[config.mk]
export PLATFORM = sky130hd
export DESIGN_NAME = uart_tx_arbiter
export DESIGN_NICKNAME = d
export VERILOG_FILES = /design/src/rtl/uart_tx_pkg.sv /design/src/rtl/rr_arbiter.sv /design/src/rtl/uart_tx_arbiter.sv
export SDC_FILE = /design/constraint.sdc
export NUM_CORES = 1
export LEC_CHECK = 0
export CAP_MARGIN = 20
export CORE_ASPECT_RATIO = 0.75
export CORE_MARGIN = 3
export CORE_UTILIZATION = 50
export DETAILED_ROUTE_END_ITERATION = 10
export GPL_ROUTABILITY_DRIVEN = 0
export MAX_ROUTING_LAYER = met4
export PLACE_DENSITY = 0.87
export SYNTH_ARGS = -nofsm -noshare
export SYNTH_HDL_FRONTEND = slang
export SYNTH_SLANG_ARGS = --single-unit
export TNS_END_PERCENT = 5
[constraint.sdc]
create_clock -name CLK_i -period 2.3 [get_ports CLK_i]
set_input_delay 0.575 -clock CLK_i [delete_from_list [all_inputs] [get_ports CLK_i]]
set_output_delay 0.575 -clock CLK_i [all_outputs]
set_load 0.01 [all_outputs]
[src/rtl/uart_tx_pkg.sv]
// Shared types for the UART transmit arbiter: FSM states, byte-select codes
// and the grant-index width helper.
// Imported by uart_tx_arbiter and rr_arbiter.
package uart_tx_pkg;

  typedef enum logic [2:0] {
    IDLE,
    ISSUE,
    WAIT_ACK,
    WAIT_DONE,
    GAP
  } state_t;

  // Which half of the latched package goes out on the next start.
  localparam logic HI = 1'b0;
  localparam logic LO = 1'b1;

  // Width of a requester index; never below one bit.
  function automatic int gid_width(input int n);
    return (n > 1) ? $clog2(n) : 1;
  endfunction

endpackage

[src/rtl/rr_arbiter.sv]
// Round-robin grant: the first valid requester after ptr, wrapping at N_REQ.
// Purely combinational, zero latency.
// No backpressure; any is low when no requester is valid.
module rr_arbiter
  import uart_tx_pkg::*;
#(
  parameter int N_REQ = 2
) (
  input  logic [N_REQ-1:0]            req,
  input  logic [gid_width(N_REQ)-1:0] ptr,
  output logic                        any,
  output logic [N_REQ-1:0]            onehot,
  output logic [gid_width(N_REQ)-1:0] idx
);

  localparam int GW = gid_width(N_REQ);

  logic [N_REQ-1:0] rot;
  int               pos;

  // Rotate so bit 0 is the requester after ptr, then take the lowest set bit
  always_comb begin
    rot = N_REQ'({req, req} >> (int'(ptr) + 1));
    any = |rot;
    pos = 0;
    for (int i = N_REQ - 1; i >= 0; i--) begin
      if (rot[i]) pos = int'(ptr) + 1 + i;
    end
    if (pos >= N_REQ) pos = pos - N_REQ;
    idx    = GW'(pos);
    onehot = any ? (N_REQ'(1) << idx) : '0;
  end

endmodule

[src/rtl/uart_tx_arbiter.sv]
// Shares one UART transmitter among N_REQ 16-bit sources, sending HI then LO byte.
// Grant to tx_start_o is 2 clocks; each frame is followed by GAP_CYCLES idle clocks.
// Holds in ISSUE until tx_rts_i is high; sets sticky err_o if a start is never acknowledged.
// Build option UART_TX_ERR_INJECT_EN adds inject_i, which flips ERR_MASK bits in the LO byte.
module uart_tx_arbiter
  import uart_tx_pkg::*;
#(
  parameter int         N_REQ       = 2,
  parameter int         GAP_CYCLES  = 16,
  parameter int         ACK_TIMEOUT = 1024,
  parameter logic [7:0] ERR_MASK    = 8'b01000100
) (
  input  logic                        CLK_i,
  input  logic                        reset,
  input  logic [N_REQ-1:0]            req_valid_i,
  input  logic [16*N_REQ-1:0]         req_word_i,
`ifdef UART_TX_ERR_INJECT_EN
  input  logic                        inject_i,
`endif
  output logic [N_REQ-1:0]            req_ready_o,
  output logic [7:0]                  tx_data_o,
  output logic                        tx_start_o,
  input  logic                        tx_rts_i,
  output logic [gid_width(N_REQ)-1:0] grant_id_o,
  output logic                        busy_o,
  output logic                        err_o
);

  localparam int GW  = gid_width(N_REQ);
  localparam int TW  = $clog2(ACK_TIMEOUT + 1);
  localparam int GCW = $clog2(GAP_CYCLES + 2);

  state_t           state, state_nxt;
  logic             byte_sel;
  logic [GW-1:0]    rr_ptr;
  logic [TW-1:0]    tmo_cnt;
  logic [GCW-1:0]   gap_cnt;
  logic [15:0]      word_q;
  logic [15:0]      word_sel;
  logic [7:0]       lo_byte;
  logic [7:0]       frame;

  logic             arb_any;
  logic [N_REQ-1:0] arb_onehot;
  logic [GW-1:0]    arb_idx;

  logic             take;
  logic             issue;
  logic             tmo_hit;
  logic             gap_done;

`ifdef UART_TX_ERR_INJECT_EN
  logic             inj_q;
`else
  logic             unused_mask;
  assign unused_mask = ^ERR_MASK;
`endif

  rr_arbiter #(
    .N_REQ (N_REQ)
  ) u_rr (
    .req    (req_valid_i),
    .ptr    (rr_ptr),
    .any    (arb_any),
    .onehot (arb_onehot),
    .idx    (arb_idx)
  );

  assign busy_o = (state != IDLE);

  // State register
  always_ff @(posedge CLK_i or posedge reset) begin
    if (reset) state <= IDLE;
    else       state <= state_nxt;
  end

  // Next-state logic
  always_comb begin
    state_nxt = state;
    unique case (state)
      IDLE:      if (arb_any) state_nxt = ISSUE;
      ISSUE:     if (tx_rts_i) state_nxt = WAIT_ACK;
      WAIT_ACK: begin
        if (!tx_rts_i)    state_nxt = WAIT_DONE;
        else if (tmo_hit) state_nxt = IDLE;
      end
      WAIT_DONE: if (tx_rts_i) state_nxt = GAP;
      GAP:       if (gap_done) state_nxt = (byte_sel == HI) ? ISSUE : IDLE;
      default:   state_nxt = IDLE;
    endcase
  end

  // Control decode and frame byte selection
  always_comb begin
    take     = (state == IDLE) && arb_any;
    issue    = (state == ISSUE) && tx_rts_i;
    tmo_hit  = (state == WAIT_ACK) && tx_rts_i && (tmo_cnt == TW'(ACK_TIMEOUT - 1));
    gap_done = (state == GAP) && (gap_cnt == GCW'(GAP_CYCLES));
    word_sel = '0;
    for (int i = 0; i < N_REQ; i++) begin
      if (arb_onehot[i]) word_sel = req_word_i[16*i +: 16];
    end
    lo_byte = word_q[7:0];
`ifdef UART_TX_ERR_INJECT_EN
    if (inj_q) lo_byte = word_q[7:0] ^ ERR_MASK;
`endif
    frame = (byte_sel == HI) ? word_q[15:8] : lo_byte;
  end

  // Datapath, counters and registered outputs
  always_ff @(posedge CLK_i or posedge reset) begin
    if (reset) begin
      byte_sel    <= HI;
      rr_ptr      <= GW'(N_REQ - 1);
      tmo_cnt     <= '0;
      gap_cnt     <= '0;
      word_q      <= '0;
      req_ready_o <= '0;
      tx_data_o   <= '0;
      tx_start_o  <= 1'b0;
      grant_id_o  <= '0;
      err_o       <= 1'b0;
    end else begin
      req_ready_o <= take ? arb_onehot : '0;
      tx_start_o  <= issue;
      if (take) begin
        word_q     <= word_sel;
        grant_id_o <= arb_idx;
        rr_ptr     <= arb_idx;
      end
      if (issue) begin
        tx_data_o <= frame;
        tmo_cnt   <= '0;
      end
      if (state == WAIT_ACK) tmo_cnt <= tmo_cnt + 1'b1;
      if (tmo_hit) begin
        err_o    <= 1'b1;
        byte_sel <= HI;
      end
      if ((state == WAIT_DONE) && tx_rts_i) gap_cnt <= '0;
      if (state == GAP) begin
        if (gap_done) byte_sel <= ~byte_sel;
        else          gap_cnt  <= gap_cnt + 1'b1;
      end
    end
  end

`ifdef UART_TX_ERR_INJECT_EN
  // Injection request is captured with the package it applies to
  always_ff @(posedge CLK_i or posedge reset) begin
    if (reset)     inj_q <= 1'b0;
    else if (take) inj_q <= inject_i;
  end
`endif

endmodule
==> flow_metrics.env <==
export IMPL_finClkSkew_ns=0.0102
export IMPL_yosys_cell_types_count=42
export IMPL_antenna_found_initial=0
export IMPL_critical_path_class="reg -> out"
export IMPL_worstPathRequired_ns=1.73
export IMPL_final_util_pct=69.7
export IMPL_drtAntennaViolNets=0
export IMPL_path_clk_slew_ns=0.10
export IMPL_synth_seq_cells=50
export IMPL_period_minus_slack_ns=2.22
export IMPL_drt_iter0_markers=172
export IMPL_diodes=0
export IMPL_fmax_ghz=0.450
export IMPL_viasPerCell=5.81
export IMPL_first_pass_iters=6
export IMPL_critPathMaxFanout=9
export IMPL_drc=0
export IMPL_core_area_sq_mm=0.00428
export IMPL_vdd_ir_drop_max_mv=0.558
export IMPL_cp_end_kind="primary output"
export IMPL_rows=20
export IMPL_fin_tns_setup_ns=0
export IMPL_worst_slew_pin_slew_ns=0.733
export IMPL_area_growth_pct=27.5
export IMPL_dp_slack_ns=0.0684
export IMPL_place_area_sq_mm=0.00286
export IMPL_dieWidth_microns=85.0
export IMPL_cts_buffers=5
export IMPL_die_h_microns=65.2
export IMPL_cts_resized=0
export IMPL_netlist_area_sq_mm=0.00234
export IMPL_drv_slew=0
export IMPL_cts_sinks=50
export IMPL_port_buffers=50
export IMPL_ys_flop_type="dfrtp_1"
export IMPL_grt_pass1_wl_microns=8730
export IMPL_hold_class="reg -> reg"
export IMPL_grt_usage_pct=20.6
export IMPL_p_per_area_mw_per_mm2=1170
export IMPL_async_reset_ff_share_pct=100
export IMPL_power_uw=3480
export IMPL_slew_headroom_pct=51.1
export IMPL_postCtsSetupRepairBufs=0
export IMPL_num_io_pins=51
export IMPL_arrival_ns=1.65
export IMPL_dpl_hpwl_microns=3720
export IMPL_hold_buffers=0
export IMPL_cts_root_buf="clkbuf_8"
export IMPL_syn_instance_count=219
export IMPL_drive_gt1_share_pct=8.18
export IMPL_synth_fp_nets=259
export IMPL_initial_core_util_pct=54.7
export IMPL_layout_nets=308
export IMPL_wirelength_microns=5150
export IMPL_drv_cap=0
export IMPL_cp_start_kind="flop"
export IMPL_clk_latency_ns=0.31
export IMPL_die_area_sq_mm=0.00554
export IMPL_layout_setup_ws_ns=0.0776
export IMPL_finalHoldViolCount=0
export IMPL_run_status="complete, no violations"
export IMPL_rsz0062_at_grt="no"
export IMPL_syn_mean_instance_area_sq_um=10.7
export IMPL_clk_path_buf_depth=2
export IMPL_ys_warn_count=0
export IMPL_yosysSeqAreaShare_pct=53.5
export IMPL_p_leak_uw=0.00142
export IMPL_overflow=0
export IMPL_synth_edf_count=0
export IMPL_cts_tree="done"
export IMPL_vias=1883
export IMPL_route_detailed_wl_per_inst_microns=15.9
export IMPL_grt_max_degree=24
export IMPL_fin_area_sq_mm=0.00298
export IMPL_cts_htree_levels=2
export IMPL_finalCritPeriodShare_pct=96.6
export IMPL_grt_pass1_vias=1835
export IMPL_setup_violations=0
-- worst max-delay path, cell delays in order, from the launching register on --
cell and delay (ns):
dfrtp_1 0.53, nor3_4 0.27, inv_1 0.06, clkdlybuf4s50_1 0.48
-- sequential cells by signal (all words and copies together), names as in the netlist --
name / count
word_q: 16
tmo_cnt: 11
tx_data_o: 8
gap_cnt: 5
state: 3
req_ready_o: 2
byte_sel: 1
err_o: 1
grant_id_o: 1
rr_ptr: 1
tx_start_o: 1
-- layout by cell type, fill, tap and decap left out, types with 2 or more instances in the layout --
| master | instances |
|---|---|
| clkdlybuf4s50_1 | 50 |
| dfrtp_1 | 49 |
| inv_1 | 22 |
| a222oi_1 | 16 |
| a21oi_1 | 13 |
| nor2_1 | 12 |
| nand2_1 | 11 |
| nand3_1 | 10 |
| mux2i_1 | 9 |
| o21ai_0 | 9 |
| o21ai_1 | 7 |
| and3_1 | 6 |
| clkbuf_8 | 6 |
| o211ai_1 | 4 |
| o31ai_1 | 4 |
| buf_4 | 4 |
| nand4_1 | 3 |
| ha_1 | 3 |
| nor3_1 | 2 |
| nand2b_1 | 2 |
| inv_2 | 2 |
| a21o_1 | 2 |
| and4_1 | 2 |
-- per-layer routing --
metal  share of wire [%]  track usage [%]  up-vias
met4                0.80             4.74        0
li1                    -                -      902
met1                  47             28.2      901
met2                  45             30.7       74
met3                 7.3             5.76        6
met5                   0                -        -
-- cell usage after synthesis (2+ instances only) --
cell type	number	area, sq um
inv_1	23	86.3
nand3_1	10	50.1
o21ai_0	9	45.0
nor3_1	2	10.0
ha_1	3	37.5
nand2b_1	2	12.5
nand2_1	11	41.3
buf_2	3	15.0
a222oi_1	16	160
nand4_1	3	18.8
a21o_1	2	15.0
clkbuf_1	3	11.3
o211ai_1	4	30.0
o21ai_1	7	35.0
buf_6	6	67.6
o31ai_1	4	30.0
mux2i_1	9	90.1
and4_1	2	17.5
dfrtp_1	49	1230
and3_1	6	37.5
a21oi_1	13	65.1
nor2_1	12	45.0
-- per-stage QoR --
step / hold WS, ns / instances
2_1_floorplan: 0.447 / 219
3_3_place_gp: 0.471 / 316
3_5_place_dp: 0.465 / 316
4_1_cts: 0.493 / 324
5_1_grt: 0.502 / 324
6_report: 0.492 / 324
-- final cells by class --
class,count,area [sq um]
Clock buffer,6,82.6
Clock inverter,2,38.8
Fill cell,310,1300
Inverter,24,90.1
Multi-Input combinational cell,132,900
Sequential cell,50,1250
Tap cell,55,68.8
Timing Repair Buffer,55,551
-- cell families (layout without fill, tap and decap cells) --
family | count (synthesis) | in the layout | synth area share [%]
flip-flops | 50 | 50 | 53.5
adder cells (fa/ha/maj) | 3 | 3 | 1.60
AO/OA/AOI/OAI | 61 | 61 | 18.2
multiplexers | 9 | 9 | 3.85
AND/OR/NAND/NOR | 59 | 59 | 14.8
buffers and inverters | 37 | 87 | 8.02
-- power by group --
group / leakage (uW) / switching (uW) / internal, uW / total, uW
clock: 0.0000618 / 301 / 358 / 659
combinational: 0.000726 / 645 / 650 / 1300
sequential: 0.000632 / 304 / 1220 / 1520
total: 0.00142 / 1250 / 2230 / 3480
-- final timing paths --
| check | start | to | slack, ns | cells after the start |
|---|---|---|---|---|
| max in group asynchronous | reset | tmo_cnt[5] | 1.22 | 3 |
| min in group asynchronous | reset | tx_start_o | 0.58 | 2 |
| max | state[2] | busy_o | 0.08 | 3 |
| min reg2reg | gap_cnt[4] | gap_cnt[4] | 0.49 | 1 |
| max reg2reg | state[2] | word_q[7] | 0.46 | 4 |
| min | gap_cnt[4] | gap_cnt[4] | 0.49 | 1 |
Note: power is estimated with default switching activity, not from simulation.
==> edit 1, RTL diff (same flow settings) <==
Re-encode `state_t` (5 states) as Gray code, 3 bits wide.
--- a/src/rtl/uart_tx_pkg.sv
+++ b/src/rtl/uart_tx_pkg.sv
@@ -4,11 +4,11 @@
 package uart_tx_pkg;
 
   typedef enum logic [2:0] {
-    IDLE,
-    ISSUE,
-    WAIT_ACK,
-    WAIT_DONE,
-    GAP
+    IDLE      = 3'b000,
+    ISSUE     = 3'b001,
+    WAIT_ACK  = 3'b011,
+    WAIT_DONE = 3'b010,
+    GAP       = 3'b110
   } state_t;
 
   // Which half of the latched package goes out on the next start.
Behaviour: same outputs for any inputs over 10 cycles, from zero or initial values and one cycle with reset high; not proved beyond that.
==> edit 1 against the unedited design <==
Worst hold slack lost 0.014 ns. Wire length grew 4.2%. Final cell count grew 8.0%. Area after synthesis grew 2.7%. Sequential cell count is the same. Clock skew shrank 0.0065 ns. Setup slack gained 0.025 ns. Non-clock buffer count grew 4. Power grew 2.8%. Die area grew 2.5%. Cell area grew 4.6%. Utilization shrank 1.1 points. Critical endpoint unchanged. Largest power group unchanged.
==> edit 1: results (changes against the unedited design) <==
| Metric | Value |
|---|---|
| Vias per Instance | 5.46 (was 5.81) |
| CP max stage cell | clkdlybuf4s50_1 (was dfrtp_1) |
| Internal | 2330 uW (was 2230 uW) |
| RR Endpoint | tmo_cnt[9]$_DFFE_PP0P_ (was word_q[7]$_DFFE_PP0P_) |
| Commonest cells post-synth | dfrtp_1, nand2_1, o21ai_0 (was dfrtp_1, inv_1, a222oi_1) |
| Area post-placement | 2980 um2 (was 2860 um2) |
| Layout cell share with drive strength beyond 1 | 10.2% (was 8.18%) |
| Worst Path Arrival | 1.62 ns (was 1.65 ns) |
| Max stage delay on crit path | 0.49 ns (was 0.53 ns) |
| Adder-cell area share of the yosys netlist | 1.56% (was 1.60%) |
| Worst slew pin tran | 0.550 ns (was 0.733 ns) |
| Pin count of the biggest net entering global routing | 34 (was 24) |
| Synthesized net count | 278 (was 259) |
| Multiplexer area fraction after synthesis | 8.75% (was 3.85%) |
| Top cells by area, synth | dfrtp_1, mux2i_1, o21ai_0, nand2_1, a21oi_1 (was dfrtp_1, a222oi_1, mux2i_1, inv_1, buf_6) |
| Leakage | 0.00146 uW (was 0.00142 uW) |
| Peak VDD IR | 0.654 mV (was 0.558 mV) |
| R2r setup slk | 0.60 ns (was 0.46 ns) |
| WHS | 0.479 ns (was 0.492 ns) |
| Synth Area in Compound Gates | 15.7% (was 18.2%) |
| Nets | 332 (was 308) |
| Clk_skew | 0.00377 ns (was 0.0102 ns) |
| Hpwl dp | 3900 um (was 3720 um) |
| R2R cell count | 5 (was 4) |
| Vias in the first global route | 1,817 (was 1,835) |
| DR WL/cell | 15.3 um (was 15.9 um) |
| Origin of the worst setup path | state[1]$_DFFE_PP0P_ (was state[2]$_DFFE_PP0P_) |
| Library cells used by synthesis | 40 (was 42) |
| Run status | completed (unchanged) |
==> edit 1: cell count changes after synthesis, sizes merged, moves of 3 or more <==
cell / unedited run / this run
a222oi: 16 / 0
a22oi: 0 / 10
and3: 6 / 2
inv: 24 / 8
mux2i: 9 / 21
nand2: 11 / 34
nand3: 10 / 7
nor2: 13 / 17
o21ai: 17 / 31
o31ai: 4 / 1
==> edit 1: final cells by class <==
class	instances	area [um2]
inverters	8	30.0
repair buffers	59	581
well taps	57	71.3
multi-input cells	168	1040
clock buffers	6	82.6
clock inverters	2	60.1
fillers	348	1430
flip-flops and latches	50	1250
==> edit 1: kinds of logic (layout without fill, tap and decap cells) <==
group,after synthesis,in the layout
flip-flops,50,50
multiplexers,21,21
AO/OA/AOI/OAI,65,65
AND/OR/NAND/NOR,79,79
buffers and inverters,20,75
adder cells (fa/ha/maj),3,3
==> edit 1: per-stage QoR <==
step	util (%)	instances	power (uW)	setup WS, ns
floorplan	-	238	2290	0.525
global placement	65.5	342	2760	0.339
detailed placement	65.5	342	2820	0.277
CTS	68.6	350	3590	0.0788
global route	68.6	350	3840	0.0249
finish	68.6	350	3580	0.102
==> edit 1: worst min path at each step <==
stage | cells after the start | to | start
detailed placement | 1 | err_o$_DFFE_PP0P_ | err_o$_DFFE_PP0P_
global placement | 1 | err_o$_DFFE_PP0P_ | err_o$_DFFE_PP0P_
global route | 1 | tmo_cnt[8]$_DFFE_PP0P_ | tmo_cnt[8]$_DFFE_PP0P_
floorplan | 1 | tmo_cnt[8]$_DFFE_PP0P_ | tmo_cnt[8]$_DFFE_PP0P_
CTS | 1 | err_o$_DFFE_PP0P_ | err_o$_DFFE_PP0P_
finish | 1 | tmo_cnt[5]$_DFFE_PP0P_ | tmo_cnt[5]$_DFFE_PP0P_
==> edit 1: power by group through the flow <==
stage | Clock [uW] | Combinational [uW] | Sequential (uW)
3_5_place_dp | 0 | 1310 | 1500
6_report | 767 | 1320 | 1490
3_3_place_gp | 0 | 1270 | 1480
4_1_cts | 771 | 1320 | 1490
2_1_floorplan | 0 | 836 | 1450
5_1_grt | 813 | 1490 | 1540
==> edit 1: worst max-delay path: cells and delay by family (launching register included) <==
kind	cells	cell delay, ns
flops	1	0.42
buf+inv	2	0.60
simple gates	1	0.29
==> edit 1: routing by layer <==
| layer | vias up | GRT usage [%] | wire length (um) |
|---|---|---|---|
| met5 | - | - | 0 |
| met4 | 0 | 7.31 | 84 |
| met2 | 41 | 29.8 | 2450 |
| met1 | 917 | 29.6 | 2630 |
| li1 | 948 | - | - |
| met3 | 6 | 6.23 | 208 |
==> edit 2, RTL diff (config.mk and constraints unchanged) <==
Without the edit above. Set the parameter `ACK_TIMEOUT` to 512 (it was 1024).
--- a/src/rtl/uart_tx_arbiter.sv
+++ b/src/rtl/uart_tx_arbiter.sv
@@ -7,7 +7,7 @@
 #(
   parameter int         N_REQ       = 2,
   parameter int         GAP_CYCLES  = 16,
-  parameter int         ACK_TIMEOUT = 1024,
+  parameter int         ACK_TIMEOUT = 512,
   parameter logic [7:0] ERR_MASK    = 8'b01000100
 ) (
   input  logic                        CLK_i,
Check against the original RTL: same outputs for any inputs over 10 cycles, from zero or initial values and one cycle with reset high; that may be too few to reach the edited logic, so the function may still have changed.
==> edit 2 against the unedited design <==
Cell area increased by 2.6%. Register-to-register slack got worse by 0.13 ns. Sequential share of layout area decreased by 1.9 points. Count of clock-buffer cells in the layout decreased by 1. Highest routed layer unchanged. Clock power increased by 9.6%. Wire length increased by 6.0%. Largest cell class unchanged. Utilization decreased by 2.4 points. Synthesized cell count decreased by 2.3%. Sequential cell count decreased by 1. Sequential power decreased by 5%. Area after synthesis increased by 2.3%. Critical path depth unchanged. Power about the same. Setup slack improved by 0.013 ns.
==> edit 2: results (changes against the unedited design) <==
| Metric | Value |
|---|---|
| Run status | completed (unchanged) |
| Setup Viol. Count Final | 0 (unchanged) |
| R2R cell count | 4 (unchanged) |
| Placed cells | 310 (was 316) |
| Clk_skew | 0.00217 ns (was 0.0102 ns) |
| Pin count of the biggest net entering global routing | 50 (was 24) |
| Dpl ws | 0.168 ns (was 0.0684 ns) |
| Library cells used by synthesis | 45 (was 42) |
| Multiplexer area fraction after synthesis | 8.68% (was 3.85%) |
| Commonest cells post-synth | dfrtp_1, nand2_1, mux2i_1 (was dfrtp_1, inv_1, a222oi_1) |
| Crit-path max FO | 10 (was 9) |
| Area post-placement | 2930 um2 (was 2860 um2) |
| H-tree levels | 2 (unchanged) |
| Worst-Skew Late Latency | 0.30 ns |
| Peak Freq | 453 MHz (was 450 MHz) |
| Synth Area in Compound Gates | 18.2% (about the same) |
| Hold crit path type | reg -> reg (unchanged) |
| Mapped Avg Cell Area | 11.2 um2 (was 10.7 um2) |
| Peak VDD IR | 0.713 mV (was 0.558 mV) |
| Post-synthesis sequential area ratio | 51.3% (was 53.5%) |
| Final Instance Count excl. Fillers | 318 (was 324) |
| Vias per Instance | 5.88 (was 5.81) |
| Hpwl dp | 3840 um (was 3720 um) |
| Leakage | 0.00140 uW (was 0.00142 uW) |
| Port Buffer Count | 50 (unchanged) |
| Initial drt markers | 108 (was 172) |
| Most used DFF post-synth | dfrtp_1 (unchanged) |
| Asr flop ratio synth | 100% (unchanged) |
| Clock Pin Slew Worst Setup and Hold Paths | about 0.090 ns |
| Fillcell total | 344 (was 310) |
| Nets | 300 (was 308) |
| Layout cell share with drive strength beyond 1 | 8.43% (was 8.18%) |
| CTS Buf Count | 5 (unchanged) |
| Vias in the first global route | 1,845 (was 1,835) |
| Top cells by area, synth | dfrtp_1, mux2i_1, a221o_1, a21boi_0, nand2_1 (was dfrtp_1, a222oi_1, mux2i_1, inv_1, buf_6) |
| DR pass1 iterations | 4 (was 6) |
| Resized cells post-CTS | 0 (unchanged) |
| Top reg by flops | word_q (unchanged) |
| Synthesized net count | 254 (was 259) |
| Worst slew pin tran | 0.663 ns (was 0.733 ns) |
| All-Layer GR Usage | 21.3% (was 20.6%) |
| Largest regs | word_q (16), tmo_cnt (10), tx_data_o (8) (was word_q (16), tmo_cnt (11), tx_data_o (8)) |
| Global-route wire length before repair | 9100 um (was 8730 um) |
| Adder-cell area share of the yosys netlist | 1.57% (was 1.60%) |
| Final wirelength | 5460 um (was 5150 um) |
edit 2: worst max-delay path, cell delays in order (launching register included):
cell and delay, ns:
dfrtp_1 0.50, nor3_2 0.25, inv_1 0.09, clkdlybuf4s50_1 0.49
edit 2: report_power, final:
part / internal [uW] / switching, uW / leakage, uW
Clock: 432 / 290 / 0.0000681
Combinational: 679 / 625 / 0.000703
Sequential: 1180 / 266 / 0.000630
edit 2: cell families after synthesis:
| logic type | after synthesis |
|---|---|
| AOI/OAI and AO/OA | 59 |
| adders and majority gates | 3 |
| buffers and inverters | 23 |
| DFF | 49 |
| muxes | 19 |
| and+or+nand+nor | 61 |
edit 2: path summary, 6_finish.rpt:
path / startpoint / end / slack, ns
worst max-delay path: state[0]$_DFFE_PP0P_ / busy_o / 0.09
worst min-delay path: err_o$_DFFE_PP0P_ / err_o$_DFFE_PP0P_ / 0.48
min in group asynchronous: reset / tx_data_o[7]$_DFFE_PP0P_ / 0.62
max in group asynchronous: reset / rr_ptr$_DFFE_PP1P_ / 1.40
worst min register to register: err_o$_DFFE_PP0P_ / err_o$_DFFE_PP0P_ / 0.48
worst max register to register: state[0]$_DFFE_PP0P_ / word_q[1]$_DFFE_PP0P_ / 0.33
edit 2: layer usage:
layer  wire (um)  global-route usage (%)  vias to the layer above
met2        2640                    32.6                       46
met4          24                    4.74                        0
met5           0                       -                        -
li1            -                       -                      886
met1        2530                    29.0                      933
met3         266                    4.98                        5
edit 2: cell type report:
class	count	area, um2	share of cell area [%]
multi-input cells	142	1050	34.3
repair buffers	55	551	18.0
well taps	57	71.3	2.33
clock buffers	5	68.8	2.25
clock inverters	3	65.1	2.13
inverters	7	26.3	0.859
flip-flops and latches	49	1230	40.1
